## src/rtl/sdram_ctrl_refsched.sv

```systemverilog
// SDRAM refresh scheduler: periodic refresh credits, power-up refresh burst,
// and normal/urgent refresh requests toward the command sequencer.
module sdram_ctrl_refsched #(
    parameter int CNT_W     = 13,
    parameter int PEND_W    = 4,
    parameter int MAX_PEND  = 8,
    parameter int URGENT_TH = 6,
    parameter int INIT_REFS = 8
) (
    input  logic              clk,
    input  logic              rst,
    input  logic [CNT_W-1:0]  ref_interval,
    input  logic              ref_en,
    input  logic              init_start,
    input  logic              ref_ack,
    input  logic              ovf_clr,
    output logic              ref_req,
    output logic              ref_urgent,
    output logic [PEND_W-1:0] ref_pending,
    output logic              init_done,
    output logic              ref_ovf,
    output logic              ack_err
);

    typedef enum logic [1:0] {IDLE, INIT, RUN} state_t;

    state_t              state, state_n;
    logic [CNT_W-1:0]    count, count_n;
    logic [PEND_W-1:0]   pending, pending_n;
    logic                ovf, ovf_n;
    logic                aerr, aerr_n;
    logic                done, done_n;
    logic                counting, tick, dec, empty, full;

    assign empty    = (pending == '0);
    assign full     = (pending == PEND_W'(MAX_PEND));
    assign dec      = ref_ack & ~empty;
    assign counting = (state == RUN) & ref_en & (ref_interval != '0);
    // >= rather than == so that lowering the interval mid-count ticks at once
    assign tick     = counting & (count >= ref_interval - CNT_W'(1));

    always_comb begin
        state_n   = state;
        pending_n = pending;
        done_n    = 1'b0;
        count_n   = '0;
        if (counting && !tick)
            count_n = count + CNT_W'(1);
        case (state)
            IDLE: begin
                if (init_start) begin
                    pending_n = PEND_W'(INIT_REFS);
                    state_n   = INIT;
                end
            end
            INIT: begin
                if (dec) begin
                    pending_n = pending - PEND_W'(1);
                    if (pending == PEND_W'(1)) begin
                        state_n = RUN;
                        done_n  = 1'b1;
                    end
                end
            end
            RUN: begin
                if (tick && !dec && !full)
                    pending_n = pending + PEND_W'(1);
                else if (dec && !tick)
                    pending_n = pending - PEND_W'(1);
            end
            default: state_n = IDLE;
        endcase
    end

    // Sticky flags: a set in the same cycle as ovf_clr takes priority.
    always_comb begin
        ovf_n  = ovf;
        aerr_n = aerr;
        if (ovf_clr) begin
            ovf_n  = 1'b0;
            aerr_n = 1'b0;
        end
        if (tick && !dec && full)
            ovf_n = 1'b1;
        if (ref_ack && empty)
            aerr_n = 1'b1;
    end

    always_ff @(posedge clk) begin
        if (!rst) begin
            state   <= IDLE;
            count   <= '0;
            pending <= '0;
            ovf     <= 1'b0;
            aerr    <= 1'b0;
            done    <= 1'b0;
        end else begin
            state   <= state_n;
            count   <= count_n;
            pending <= pending_n;
            ovf     <= ovf_n;
            aerr    <= aerr_n;
            done    <= done_n;
        end
    end

    assign ref_req     = ~empty;
    assign ref_urgent  = ((state == INIT) & ~empty) | (pending >= PEND_W'(URGENT_TH));
    assign ref_pending = pending;
    assign init_done   = done;
    assign ref_ovf     = ovf;
    assign ack_err     = aerr;

endmodule

```

## config.mk

```make
export PLATFORM = sky130hd
export DESIGN_NAME = sdram_ctrl_refsched
export DESIGN_NICKNAME = d
export VERILOG_FILES = /design/src/rtl/sdram_ctrl_refsched.sv
export SDC_FILE = /design/constraint.sdc
export NUM_CORES = 1
export LEC_CHECK = 0
export ABC_AREA = 1
export CAP_MARGIN = 15
export CELL_PAD_IN_SITES_DETAIL_PLACEMENT = 1
export CELL_PAD_IN_SITES_GLOBAL_PLACEMENT = 2
export CORE_UTILIZATION = 28
export CTS_BUF_LIST = sky130_fd_sc_hd__clkbuf_8
export CTS_CLUSTER_DIAMETER = 80
export CTS_CLUSTER_SIZE = 8
export DETAILED_ROUTE_END_ITERATION = 10
export PLACE_DENSITY_LB_ADDON = 0.1
export SLEW_MARGIN = 5
export SYNTH_ARGS = -nofsm -noshare
export SYNTH_HDL_FRONTEND = slang
export SYNTH_SLANG_ARGS = --single-unit
```

## constraint.sdc

```tcl
create_clock -name clk -period 3 [get_ports clk]
set_clock_uncertainty 0.15 [all_clocks]
set_input_delay 0.45 -clock clk [delete_from_list [all_inputs] [get_ports clk]]
set_output_delay 0.45 -clock clk [all_outputs]
set_load 0.01 [all_outputs]
```

==> results.cfg <==
[routing]
drt_iter0_markers = 32
postRouteAntennaNets = 0
firstDrtPassIters = 4
viasPerCell = 4.52
dr_total_vias = 1817
routed_wirelength_um = 4910
wl_per_cell_um = 12.2
drc_errors = 0

[layout]
syn_to_final_growth_pct = 41.3
diodes = 0
finalInstanceArea_um2 = 2630
drive_gt1_frac = 0.258
nNetsFinal = 370
final_cells = 402
seq_area_um2 = 440
multi_input_area_um2 = 1370
fillers = 800

[grt]
grt_max_degree = 12
grt_pass1_vias = 1862
grt_overflow = 0
grt_pass1_wl_um = 8390
antenna_found_initial = 0
globalRouteTotalUtil = 0.148

[worst_setup_path]
crit_required_ns = 3.04
path_max_fanout = 5
cp-end-kind = flop
path_class = input port to flop
crit_path_top_delay_cell = or3_4
arrival_ns = 3.14
crit_path_max_incr_delay_ns = 0.34
path_cells = buf_6 > nor2_4 > nand2_2 > or3_4 > nor3_4 > nand2_2 > nor3_2 > xor2_1 > inv_1 > ha_4 > nand2_4 > nor2_4 > nand2_2 > nor2_2 > nand2_2 > nand3_4 > nand4_4 > nand3_4 > buf_4 > nand4_1 > a21oi_1
start_kind = input port
crit_top_cell = nand2_2

[synth]
ys.warnings.count = 0
ys.flop_type = dfxtp_1
synth.avg_cell_area_um2 = 7.12
synth_top_area_frac = 0.236
ys_seq_elements = 22
syn_inst = 262
async_flop_share = 0
synth-edff-count = 0
synth.most_common_cell = nand2_1
synth.distinct_cells = 35
synth_top_area_cell = dfxtp_1
yosysSeqAreaShare = 0.236
netlist_area_um2 = 1860
synthTopCellsByArea = dfxtp_1 24%, ha_1 16%, nand2_1 11%, nor2_1 7.7%, inv_1 7.0%
syn_nets = 305
synth_commonest_cells = 53 x nand2_1, 38 x nor2_1, 35 x inv_1

[timing]
maxSlewViolCount = 0
period_share = 1.03
setup_slack_ns = -0.0999
maxSlewHeadroom = 0.742
tightest_slew_ns = 0.387
finalHoldViolCount = 0
fmax_mhz = 323
setup_tns_ns = -0.495
rsz0062_at_grt = yes
period_minus_slack_ns = 3.10
setup_violations = 9

[placement]
dp_slack_ns = -0.667
place_area_um2 = 2440
dp.cells = 393
dp_hpwl_um = 3960
placement.io_buffers = 27
place.gp.congestion = 0.736

[cts]
clock-sinks = 22
cts_hold_repair.buffers = 0
clock_latency_ns = 0.26
clkTransAtPathRegs_ns = 0.07
clk_root_buffer_cell = clkbuf_8
htreeDepth = 1
cts_tree = done
numCtsBuffers = 3
max-clock-path-buffers = 2

[floorplanning]
die_h_um = 83.6
fp.coreArea_um2 = 6390
rows = 29
start_util = 0.292
boundaryPins = 28
dieArea_um2 = 6990
dieWidth_um = 83.6

[run_status]
violations = negative setup slack
status = finished with violations

[flow_run]
drv_cap = 0

[power]
finalPower_w = 0.00132
power_density_nw_per_um2 = 500
irDropWorstVdd_v = 0.000351
p_leak_nw = 1.26

[hold_path]
hp-class = flop to flop
[final timing paths]
check                                 endpoint  slack [ns]  cells after the start             from
worst min-delay path                  count[0]        0.31                      1         count[0]
worst max register to register  ref_pending[0]        0.85                     13   ref_pending[1]
worst min register to register        count[0]        0.31                      1         count[0]
worst max-delay path            ref_pending[0]        -0.1                     21  ref_interval[1]
[logic make-up after synthesis]
family / Yosys count / share of synthesized area
XOR/XNOR: 19 / 0.0893
AND/OR/NAND/NOR: 133 / 0.356
buffers and inverters: 41 / 0.0832
flip-flops: 22 / 0.236
AO/OA/AOI/OAI: 23 / 0.0745
adder cells (fa/ha/maj): 24 / 0.161
[critical path, delay by kind of cell]
kind            cells  cell delay, ns
compound gates      1            0.13
buf+inv             3            0.31
fa+ha+maj           1            0.28
simple gates       15            1.80
xor+xnor            1            0.17
[flip-flops by register name, summed over array words and instances, names as in the netlist]
register     count
ref_ovf          1
state            2
ref_pending      4
count           13
init_done        1
ack_err          1
[cell type report]
type	count	share of cell area
multi-input combinational	199	0.521
timing repair buffer	61	0.202
sequential	22	0.167
inverter	40	0.0570
tap	77	0.0366
clock buffer	3	0.0157
[power by group]
group          leakage, nW  switching [W]  internal (W)
clock network       0.0216      0.0000968     0.0000897
registers            0.178      0.0000423      0.000328
logic                 1.06       0.000437      0.000324
[per-stage QoR]
step	hold slack, ns	util
3_5_place_dp	0.303	0.381
3_3_place_gp	0.304	0.381
6_report	0.314	0.412
5_1_grt	0.352	0.412
4_1_cts	0.321	0.395
2_1_floorplan	0.280	-
[layout by cell type, fill, tap and decap left out, drive strengths merged, types with 3 or more instances in the layout]
cell type      count
clkdlybuf4s50     19
buf               38
nand3             13
dfxtp             22
nand2             57
dlymetal6s2s       3
a21oi             14
or2                4
ha                24
o21ai              4
nor2              43
xor2              15
nand4              4
clkbuf             3
xnor2              4
inv               40
nor3               8
[timing repair]
item | in CTS | in global routing
gates resized for setup | 26 | 24
pin swaps | 17 | 25
buffers inserted | 3 | 3
setup endpoints to repair | 18 | 18
[routing by layer]
layer,up-vias,GRT usage,part of all wire
met2,21,0.279,0.53
met1,835,0.179,0.44
li1,957,-,-
met5,-,0,0
met4,0,0.0370,0.0086
met3,4,0.0129,0.023
Note: power is estimated with default switching activity, not from simulation.
